==> config.mk <==
export PLATFORM = sky130hd
export DESIGN_NAME = cop_sequencer_flat
export DESIGN_NICKNAME = d
export VERILOG_FILES = /design/src/rtl/cop_sequencer_pkg.sv /design/src/rtl/cop_sequencer_if.sv /design/src/rtl/cop_sequencer_wdog.sv /design/src/rtl/cop_sequencer.sv /design/src/flat_wrapper.sv
export SDC_FILE = /design/constraint.sdc
export NUM_CORES = 1
export LEC_CHECK = 0
export CAP_MARGIN = 0
export CORE_MARGIN = 8
export CORE_UTILIZATION = 45
export DETAILED_ROUTE_END_ITERATION = 10
export PLACE_DENSITY = 0.9
export SLEW_MARGIN = 0
export SYNTH_ARGS = -nofsm -noshare
export SYNTH_HDL_FRONTEND = slang
export SYNTH_SLANG_ARGS = --single-unit
==> constraint.sdc <==
create_clock -name clk -period 2.3 [get_ports clk]
set_input_delay 0.23 -clock clk [delete_from_list [all_inputs] [get_ports clk]]
set_output_delay 0.23 -clock clk [all_outputs]
set_load 0.005 [all_outputs]
==> src/rtl/cop_sequencer_pkg.sv <==
// -----------------------------------------------------------------------------
// cop_sequencer_pkg
// Shared definitions for the coprocessor sequencer:
//   - cop_state_e : sequencer FSM state encoding
//   - SEL_*       : coprocessor selector constants (11-bit cop_sel values)
//   - rd_sel()    : widens a 4-bit result selector to a full cop_sel value
// -----------------------------------------------------------------------------
package cop_sequencer_pkg;

    typedef enum logic [2:0] {
        ST_IDLE = 3'd0,
        ST_TRIG = 3'd1,
        ST_POLL = 3'd2,
        ST_WAIT = 3'd3,
        ST_RDA  = 3'd4,
        ST_RDB  = 3'd5,
        ST_LAST = 3'd6,
        ST_RSP  = 3'd7
    } cop_state_e;

    localparam logic [10:0] SEL_BUSY     = 11'd0;
    localparam logic [10:0] SEL_OPTIONS  = 11'd1;
    localparam logic [10:0] SEL_MULT_HI  = 11'd2;
    localparam logic [10:0] SEL_MULT_LO  = 11'd3;
    localparam logic [10:0] SEL_QUOT     = 11'd4;
    localparam logic [10:0] SEL_REM      = 11'd5;
    localparam logic [10:0] SEL_SHIFT_HI = 11'd6;
    localparam logic [10:0] SEL_SHIFT_LO = 11'd7;
    localparam logic [10:0] SEL_COLOR    = 11'd8;

    // Result selectors only address the low 16 coprocessor registers.
    function automatic logic [10:0] rd_sel(input logic [3:0] rsel);
        return {7'b000_0000, rsel};
    endfunction

endpackage

==> src/rtl/cop_sequencer_if.sv <==
// -----------------------------------------------------------------------------
// cop_sequencer_if
// Bundles the three sequencer-facing buses:
//   req_* : request channel (valid/ready, opcode, operands, result selection)
//   cop_* : coprocessor drive (sel, go, a/b/c) and its registered result y
//   rsp_* : response channel (valid/ready, hi/lo words, timeout flag)
// Modports:
//   slave  : the sequencer itself
//   master : the requester plus the coprocessor attached to the sequencer
// -----------------------------------------------------------------------------
interface cop_sequencer_if #(
    parameter int WIDTH = 16
);
    logic             req_valid;
    logic             req_ready;
    logic [10:0]      req_sel;
    logic [WIDTH-1:0] req_a;
    logic [WIDTH-1:0] req_b;
    logic [WIDTH-1:0] req_c;
    logic [3:0]       req_rsel;
    logic             req_pair;

    logic [10:0]      cop_sel;
    logic             cop_go;
    logic [WIDTH-1:0] cop_a;
    logic [WIDTH-1:0] cop_b;
    logic [WIDTH-1:0] cop_c;
    logic [WIDTH-1:0] cop_y;

    logic             rsp_valid;
    logic             rsp_ready;
    logic [WIDTH-1:0] rsp_hi;
    logic [WIDTH-1:0] rsp_lo;
    logic             rsp_timeout;

    modport slave (
        input  req_valid, req_sel, req_a, req_b, req_c, req_rsel, req_pair,
        output req_ready,
        output cop_sel, cop_go, cop_a, cop_b, cop_c,
        input  cop_y,
        output rsp_valid, rsp_hi, rsp_lo, rsp_timeout,
        input  rsp_ready
    );

    modport master (
        output req_valid, req_sel, req_a, req_b, req_c, req_rsel, req_pair,
        input  req_ready,
        input  cop_sel, cop_go, cop_a, cop_b, cop_c,
        output cop_y,
        input  rsp_valid, rsp_hi, rsp_lo, rsp_timeout,
        output rsp_ready
    );

endinterface

==> src/rtl/cop_sequencer_wdog.sv <==
// -----------------------------------------------------------------------------
// cop_wdog
// Busy-poll watchdog: counts enabled cycles since the last clear and flags
// when the current enabled cycle is the TMO_CYCLES-th one.
// Ports:
//   clk, arstn : clock, asynchronous active-low reset
//   clear_i    : restart the count (new operation triggered)
//   enable_i   : one busy poll cycle observed
//   expired_o  : TMO_CYCLES-1 busy cycles already counted
// -----------------------------------------------------------------------------
module cop_wdog #(
    parameter int TMO_CYCLES = 64
) (
    input  logic clk,
    input  logic arstn,
    input  logic clear_i,
    input  logic enable_i,
    output logic expired_o
);
    localparam int CW = $clog2(TMO_CYCLES + 1);

    logic [CW-1:0] count_q;

    // Expired while the limit-th busy cycle is being observed.
    assign expired_o = (count_q == CW'(TMO_CYCLES - 1));

    // Busy-cycle counter; saturates at the expiry value.
    always_ff @(posedge clk or negedge arstn) begin
        if (!arstn) begin
            count_q <= '0;
        end else if (clear_i) begin
            count_q <= '0;
        end else if (enable_i && !expired_o) begin
            count_q <= count_q + CW'(1);
        end else begin
            count_q <= count_q;
        end
    end

endmodule

==> src/rtl/cop_sequencer.sv <==
// -----------------------------------------------------------------------------
// cop_sequencer
// Runs one coprocessor operation per accepted request: trigger, busy poll,
// wait for not-busy, read one or two result registers, present a response.
// Ports:
//   clk, arstn : clock, asynchronous active-low reset
//   bus        : cop_sequencer_if.slave (request, coprocessor and response)
// Parameters:
//   WIDTH      : datapath width (must match the interface WIDTH)
//   TMO_CYCLES : busy-poll watchdog limit
// Optional feature: define COPSEQ_TIMEOUT_EN to enable the busy watchdog;
// otherwise WAIT waits indefinitely and rsp_timeout is tied low.
// -----------------------------------------------------------------------------
module cop_sequencer
    import cop_sequencer_pkg::*;
#(
    parameter int WIDTH      = 16,
    parameter int TMO_CYCLES = 64
) (
    input  logic          clk,
    input  logic          arstn,
    cop_sequencer_if.slave bus
);
    cop_state_e       state_q;
    logic [WIDTH-1:0] a_q, b_q, c_q;
    logic [3:0]       rsel_q;
    logic             pair_q;
    logic [10:0]      cop_sel_q;
    logic             cop_go_q;
    logic             rsp_valid_q;
    logic [WIDTH-1:0] rsp_hi_q, rsp_lo_q;
    logic             busy_s;

    if (TMO_CYCLES < 1) begin : g_bad_tmo
        $error("cop_sequencer: TMO_CYCLES must be at least 1");
    end

    assign busy_s = bus.cop_y[0];

    // Ready is held low while reset is asserted so nothing looks acceptable.
    assign bus.req_ready = (state_q == ST_IDLE) && arstn;
    assign bus.cop_sel   = cop_sel_q;
    assign bus.cop_go    = cop_go_q;
    assign bus.cop_a     = a_q;
    assign bus.cop_b     = b_q;
    assign bus.cop_c     = c_q;
    assign bus.rsp_valid = rsp_valid_q;
    assign bus.rsp_hi    = rsp_hi_q;
    assign bus.rsp_lo    = rsp_lo_q;

`ifdef COPSEQ_TIMEOUT_EN
    logic rsp_timeout_q;
    logic wd_expired_s;

    assign bus.rsp_timeout = rsp_timeout_q;

    cop_wdog #(.TMO_CYCLES(TMO_CYCLES)) u_wdog (
        .clk       (clk),
        .arstn     (arstn),
        .clear_i   (state_q == ST_TRIG),
        .enable_i  ((state_q == ST_WAIT) && busy_s),
        .expired_o (wd_expired_s)
    );
`else
    assign bus.rsp_timeout = 1'b0;
`endif

    // Sequencer FSM; cop_go/cop_sel are set one edge ahead so they are valid
    // for the whole cycle of the state they belong to.
    always_ff @(posedge clk or negedge arstn) begin
        if (!arstn) begin
            state_q     <= ST_IDLE;
            a_q         <= '0;
            b_q         <= '0;
            c_q         <= '0;
            rsel_q      <= 4'd0;
            pair_q      <= 1'b0;
            cop_sel_q   <= SEL_BUSY;
            cop_go_q    <= 1'b0;
            rsp_valid_q <= 1'b0;
            rsp_hi_q    <= '0;
            rsp_lo_q    <= '0;
`ifdef COPSEQ_TIMEOUT_EN
            rsp_timeout_q <= 1'b0;
`endif
        end else begin
            case (state_q)
                ST_IDLE: begin
                    if (bus.req_valid) begin
                        a_q       <= bus.req_a;
                        b_q       <= bus.req_b;
                        c_q       <= bus.req_c;
                        rsel_q    <= bus.req_rsel;
                        pair_q    <= bus.req_pair;
                        cop_go_q  <= 1'b1;
                        cop_sel_q <= bus.req_sel;
                        state_q   <= ST_TRIG;
`ifdef COPSEQ_TIMEOUT_EN
                        rsp_timeout_q <= 1'b0;
`endif
                    end else begin
                        cop_go_q  <= 1'b0;
                        cop_sel_q <= SEL_BUSY;
                    end
                end
                ST_TRIG: begin
                    cop_go_q  <= 1'b1;
                    cop_sel_q <= SEL_BUSY;
                    state_q   <= ST_POLL;
                end
                ST_POLL: begin
                    cop_go_q  <= 1'b0;
                    cop_sel_q <= SEL_BUSY;
                    state_q   <= ST_WAIT;
                end
                ST_WAIT: begin
                    if (!busy_s) begin
                        cop_go_q  <= 1'b1;
                        cop_sel_q <= rd_sel(rsel_q);
                        state_q   <= ST_RDA;
`ifdef COPSEQ_TIMEOUT_EN
                    end else if (wd_expired_s) begin
                        rsp_hi_q      <= '0;
                        rsp_lo_q      <= '0;
                        rsp_timeout_q <= 1'b1;
                        rsp_valid_q   <= 1'b1;
                        state_q       <= ST_RSP;
`endif
                    end else begin
                        state_q <= ST_WAIT;
                    end
                end
                ST_RDA: begin
                    // The second read is issued here so its result lands for LAST.
                    if (pair_q) begin
                        cop_go_q  <= 1'b1;
                        cop_sel_q <= rd_sel(rsel_q + 4'd1);
                    end else begin
                        cop_go_q  <= 1'b0;
                        cop_sel_q <= SEL_BUSY;
                    end
                    state_q <= ST_RDB;
                end
                ST_RDB: begin
                    cop_go_q  <= 1'b0;
                    cop_sel_q <= SEL_BUSY;
                    if (pair_q) begin
                        rsp_hi_q <= bus.cop_y;
                        state_q  <= ST_LAST;
                    end else begin
                        rsp_hi_q    <= '0;
                        rsp_lo_q    <= bus.cop_y;
                        rsp_valid_q <= 1'b1;
                        state_q     <= ST_RSP;
                    end
                end
                ST_LAST: begin
                    rsp_lo_q    <= bus.cop_y;
                    rsp_valid_q <= 1'b1;
                    state_q     <= ST_RSP;
                end
                ST_RSP: begin
                    if (bus.rsp_ready) begin
                        rsp_valid_q <= 1'b0;
                        state_q     <= ST_IDLE;
                    end else begin
                        state_q <= ST_RSP;
                    end
                end
                default: begin
                    cop_go_q    <= 1'b0;
                    cop_sel_q   <= SEL_BUSY;
                    rsp_valid_q <= 1'b0;
                    state_q     <= ST_IDLE;
                end
            endcase
        end
    end

endmodule

==> src/flat_wrapper.sv <==
// flat-port wrapper written by rule: the top's interface ports become plain ports
module cop_sequencer_flat import cop_sequencer_pkg::*;
#(
    parameter int WIDTH      = 16,
    parameter int TMO_CYCLES = 64
)
  (clk, arstn, bus_req_valid, bus_req_sel, bus_req_a, bus_req_b, bus_req_c, bus_req_rsel, bus_req_pair, bus_req_ready, bus_cop_sel, bus_cop_go, bus_cop_a, bus_cop_b, bus_cop_c, bus_cop_y, bus_rsp_valid, bus_rsp_hi, bus_rsp_lo, bus_rsp_timeout, bus_rsp_ready);
  cop_sequencer_if #(.WIDTH(WIDTH)) bus_i ();
  input  logic clk;
  input  logic arstn;
  input wire logic [$bits(bus_i.req_valid)-1:0] bus_req_valid;
  input wire logic [$bits(bus_i.req_sel)-1:0] bus_req_sel;
  input wire logic [$bits(bus_i.req_a)-1:0] bus_req_a;
  input wire logic [$bits(bus_i.req_b)-1:0] bus_req_b;
  input wire logic [$bits(bus_i.req_c)-1:0] bus_req_c;
  input wire logic [$bits(bus_i.req_rsel)-1:0] bus_req_rsel;
  input wire logic [$bits(bus_i.req_pair)-1:0] bus_req_pair;
  output wire logic [$bits(bus_i.req_ready)-1:0] bus_req_ready;
  output wire logic [$bits(bus_i.cop_sel)-1:0] bus_cop_sel;
  output wire logic [$bits(bus_i.cop_go)-1:0] bus_cop_go;
  output wire logic [$bits(bus_i.cop_a)-1:0] bus_cop_a;
  output wire logic [$bits(bus_i.cop_b)-1:0] bus_cop_b;
  output wire logic [$bits(bus_i.cop_c)-1:0] bus_cop_c;
  input wire logic [$bits(bus_i.cop_y)-1:0] bus_cop_y;
  output wire logic [$bits(bus_i.rsp_valid)-1:0] bus_rsp_valid;
  output wire logic [$bits(bus_i.rsp_hi)-1:0] bus_rsp_hi;
  output wire logic [$bits(bus_i.rsp_lo)-1:0] bus_rsp_lo;
  output wire logic [$bits(bus_i.rsp_timeout)-1:0] bus_rsp_timeout;
  input wire logic [$bits(bus_i.rsp_ready)-1:0] bus_rsp_ready;
  assign bus_i.req_valid = bus_req_valid;
  assign bus_i.req_sel = bus_req_sel;
  assign bus_i.req_a = bus_req_a;
  assign bus_i.req_b = bus_req_b;
  assign bus_i.req_c = bus_req_c;
  assign bus_i.req_rsel = bus_req_rsel;
  assign bus_i.req_pair = bus_req_pair;
  assign bus_req_ready = bus_i.req_ready;
  assign bus_cop_sel = bus_i.cop_sel;
  assign bus_cop_go = bus_i.cop_go;
  assign bus_cop_a = bus_i.cop_a;
  assign bus_cop_b = bus_i.cop_b;
  assign bus_cop_c = bus_i.cop_c;
  assign bus_i.cop_y = bus_cop_y;
  assign bus_rsp_valid = bus_i.rsp_valid;
  assign bus_rsp_hi = bus_i.rsp_hi;
  assign bus_rsp_lo = bus_i.rsp_lo;
  assign bus_rsp_timeout = bus_i.rsp_timeout;
  assign bus_i.rsp_ready = bus_rsp_ready;
  cop_sequencer #(.WIDTH(WIDTH), .TMO_CYCLES(TMO_CYCLES)) u_core (.clk(clk), .arstn(arstn), .bus(bus_i));
endmodule
==> impl_metrics.prom <==
# TYPE chip_impl_metric gauge
chip_impl_info{name="run_status",value="finished, final reports clean"} 1
chip_impl_metric{name="globalRouteTotalUtil",unit="%"} 17.7
chip_impl_metric{name="grt_pass1_vias",unit=""} 3184
chip_impl_info{name="critPathCaptureType",value="primary output"} 1
chip_impl_metric{name="vias",unit=""} 2940
chip_impl_metric{name="worstPathArrival",unit="ns"} 1.88
chip_impl_metric{name="syn_nets",unit=""} 382
chip_impl_metric{name="min_period_over_period",unit="%"} 91.6
chip_impl_info{name="commonest_non_fill_non_tap_cell_in_the_layout",value="clkdlybuf4s50_1"} 1
chip_impl_metric{name="post_route_cells_drive_above_1_share",unit="%"} 19.0
chip_impl_metric{name="synth-warning-count",unit=""} 0
chip_impl_metric{name="final_core_util",unit="%"} 69.6
chip_impl_metric{name="cap_violations",unit=""} 0
chip_impl_metric{name="slew_headroom",unit="%"} 41.2
chip_impl_metric{name="synth.mux.area_fraction",unit="%"} 19.5
chip_impl_info{name="clock_tree_from_tritoncts",value="yes"} 1
chip_impl_info{name="worstHoldPathType",value="in2async"} 1
chip_impl_metric{name="die_h",unit="um"} 110
chip_impl_metric{name="drt_pre_antenna_iters",unit=""} 4
chip_impl_metric{name="design_power_total",unit="mW"} 7.38
chip_impl_metric{name="grt_first_pass_wirelength",unit="mm"} 16.6
chip_impl_metric{name="timing_worst_slew_pin_value",unit="ns"} 0.883
chip_impl_metric{name="worst-endpoint-required",unit="ns"} 2.07
chip_impl_metric{name="antenna_violating_nets_remaining",unit=""} 0
chip_impl_metric{name="remaining_drc_errors",unit=""} 0
chip_impl_metric{name="detail_route.iter0.violations",unit=""} 93
chip_impl_metric{name="synth_xor_area_share",unit="%"} 0.439
chip_impl_metric{name="antenna_found_initial",unit=""} 0
chip_impl_metric{name="clkLatencyLatePin",unit="ns"} 0.36
chip_impl_metric{name="asyncSetResetFlopFracSynth",unit="%"} 100
chip_impl_metric{name="cts.clk_slew.worst_paths",unit="ns"} 0.10
chip_impl_metric{name="ys_seq_area_share",unit="%"} 63.3
chip_impl_metric{name="worst-r2r-setup-slack",unit="ns"} 0.43
chip_impl_info{name="worstPathCellList",value="nor4b_1 > clkdlybuf4s50_1"} 1
chip_impl_info{name="clk_root_buffer_cell",value="clkbuf_8"} 1
chip_impl_metric{name="fmax",unit="MHz"} 475
chip_impl_metric{name="via_per_instance_ratio",unit=""} 5.00
chip_impl_metric{name="grt_overflow",unit=""} 0
chip_impl_metric{name="initial_standard_cell_utilization_of_the_core",unit="%"} 46.0
chip_impl_metric{name="report.final.hold_viol_count",unit=""} 0
chip_impl_metric{name="synthDistinctLibCells",unit=""} 33
chip_impl_metric{name="synthAdderAreaFrac",unit="%"} 0.314
chip_impl_info{name="layout.cells.most_common_list",value="176 x clkdlybuf4s50_1, 101 x dfrtp_1, 64 x mux2_2"} 1
chip_impl_metric{name="htreeDepth",unit=""} 3
chip_impl_metric{name="grt_max_degree",unit=""} 72
chip_impl_info{name="rsz0062_at_grt",value="no"} 1
chip_impl_info{name="setup.worst_path.start_class",value="flop"} 1
chip_impl_metric{name="routability_cong",unit=""} 0.757
chip_impl_metric{name="synth_simple_gate_area_share",unit="%"} 6.93
chip_impl_metric{name="cellLeakagePower",unit="nW"} 2.56
chip_impl_info{name="synth_ff_type",value="dfrtp_1"} 1
chip_impl_metric{name="cts_num_sinks",unit=""} 101
chip_impl_metric{name="ir_drop",unit="V"} 0.000580
chip_impl_metric{name="syn-instance-count",unit=""} 297
chip_impl_info{name="post_synth_main_area_contributors",value="dfrtp_1 63%, mux2_2 18%, nand2_1 3.8%, o21ai_0 2.5%, a22o_1 1.5%"} 1
chip_impl_metric{name="power_density",unit="nW/um2"} 1220
chip_impl_info{name="timing_worst_setup_path_type",value="reg2out"} 1
chip_impl_metric{name="finalSetupViolCount",unit=""} 0
chip_impl_metric{name="buffer_ports.inserted",unit=""} 177
chip_impl_metric{name="critPathMaxFanout",unit=""} 13
chip_impl_metric{name="die_x",unit="um"} 110
chip_impl_metric{name="io_pins",unit=""} 179
chip_impl_metric{name="syn_area_per_cell",unit="um2"} 13.4
chip_impl_metric{name="totalWireLength",unit="mm"} 10.7
chip_impl_metric{name="placement_rows",unit=""} 34
chip_impl_info{name="post-synth-top-area-cell",value="dfrtp_1"} 1
chip_impl_metric{name="synth.ff_latch_count",unit=""} 101
chip_impl_metric{name="worst_clock_skew",unit="ns"} 0.00823
chip_impl_info{name="combinational_family_with_the_most_area_after_synthesis",value="multiplexers"} 1
chip_impl_metric{name="core",unit="um2"} 8680
chip_impl_metric{name="timing.critical_path.slowest_cell_delay",unit="ns"} 0.60
chip_impl_metric{name="cts.repair_timing.setup_buffer_count",unit=""} 0
chip_impl_metric{name="hpwlAfterDp",unit="mm"} 8.15
chip_impl_metric{name="share_of_the_synthesized_area_in_compound_gates_ao_oa_aoi_oai",unit="%"} 6.84
chip_impl_metric{name="die_area",unit="um2"} 12100
chip_impl_metric{name="layout-area-overhead-vs-synth",unit="%"} 51.4
chip_impl_metric{name="cts-buffers-inserted",unit=""} 9
chip_impl_metric{name="synth-edff-count",unit=""} 0
chip_impl_metric{name="drt-wirelength-per-cell",unit="um"} 18.2
chip_impl_metric{name="total_negative_slack",unit="ns"} 0
chip_impl_metric{name="num-nets-final",unit=""} 561
chip_impl_metric{name="post-route-min-period",unit="ns"} 2.11
chip_impl_metric{name="netlist_area",unit="um2"} 3990
chip_impl_info{name="critPathSlowestCell",value="clkdlybuf4s50_1"} 1
chip_impl_metric{name="ctsLongestPathBuffers",unit=""} 2
chip_impl_metric{name="n_antenna_cell",unit=""} 0
chip_impl_metric{name="area_fraction_of_the_dominant_cell_type_after_synthesis",unit="%"} 63.3
chip_impl_metric{name="final_max_slew_viol_count",unit=""} 0
critical path: cells and delay by family, from the launching register on:
kind | cells | cell delay [ns]
buf+inv | 1 | 0.60
flops | 1 | 0.55
simple gates | 1 | 0.38
stage by stage:
stage | hold slack, ns | area [um2] | setup WS (ns) | cells
after CTS | 0.422 | 6040 | 0.156 | 588
after global routing | 0.431 | 6040 | 0.0861 | 588
after detailed placement | 0.287 | 5860 | 0.307 | 572
final | 0.428 | 6040 | 0.194 | 588
after floorplan | -0.0656 | 3990 | 0.716 | 297
after global placement | 0.278 | 5860 | 0.366 | 572
synth_stat cells (2+ instances only):
library cell,number
mux2_1,5
a21oi_1,4
buf_4,7
a222oi_1,2
dfrtp_1,101
mux2_2,64
clkbuf_1,7
nand2_1,40
nor2_1,11
o21ai_0,20
nand3_1,4
a22o_1,7
buf_2,4
a31oi_1,2
logic make-up (layout without fill, tap and decap cells):
| family | count (synthesis) | after routing |
|---|---|---|
| simple gates | 62 | 62 |
| compound gates | 42 | 42 |
| mux | 69 | 69 |
| flops | 101 | 101 |
| xor+xnor | 2 | 2 |
| other cells | 1 | 1 |
| fa+ha+maj | 1 | 1 |
| buf+inv | 19 | 202 |
cell type report:
type                       count  area, um2
timing repair buffer         186       1840
tap                          108        135
multi-input combinational    177       1360
sequential                   101       2530
inverter                       1       3.75
clock buffer                  10        138
fill                         635       2640
clock inverter                 5       37.5
where the power goes:
group	switching (mW)	internal, mW
clock	0.599	0.419
sequential	0.500	2.59
combinational	1.14	2.13
final timing paths:
path,cells past startpoint,from,to
hold / removal,3,arstn,u_core.bus.cop_sel[10]
min in group clk,3,bus_cop_y[3],u_core.bus.rsp_hi[3]
max in group asynchronous,4,arstn,u_core.bus.cop_c[13]
setup / recovery,2,u_core.state_q[1],bus_req_ready
hold reg to reg,2,u_core.bus.rsp_hi[3],u_core.bus.rsp_hi[3]
setup reg to reg,3,u_core.state_q[1],u_core.bus.cop_c[11]
flip-flops by register name (all words and copies together) (netlist names):
name and cells:
u_core.bus.cop_b 16, u_core.state_q 3, u_core.rsel_q 4, u_core.bus.rsp_valid 1, u_core.bus.rsp_lo 16, u_core.pair_q 1
u_core.bus.cop_sel 11, u_core.bus.cop_go 1, u_core.bus.cop_a 16, u_core.bus.cop_c 16, u_core.bus.rsp_hi 16
routing by layer:
metal / vias up / global-route usage [%] / share of wire (%)
li1: 1392 / - / -
met1: 1430 / 19.4 / 37
met2: 103 / 31.0 / 52
met5: - / 0 / 0
met3: 15 / 5.76 / 8.8
met4: 0 / 7.52 / 2.2
repair_timing:
action,CTS,global route
resized for setup,0,0
hold buffers,1,0
endpoints found under the hold margin,30,0
(Power assumes the default switching activity.)
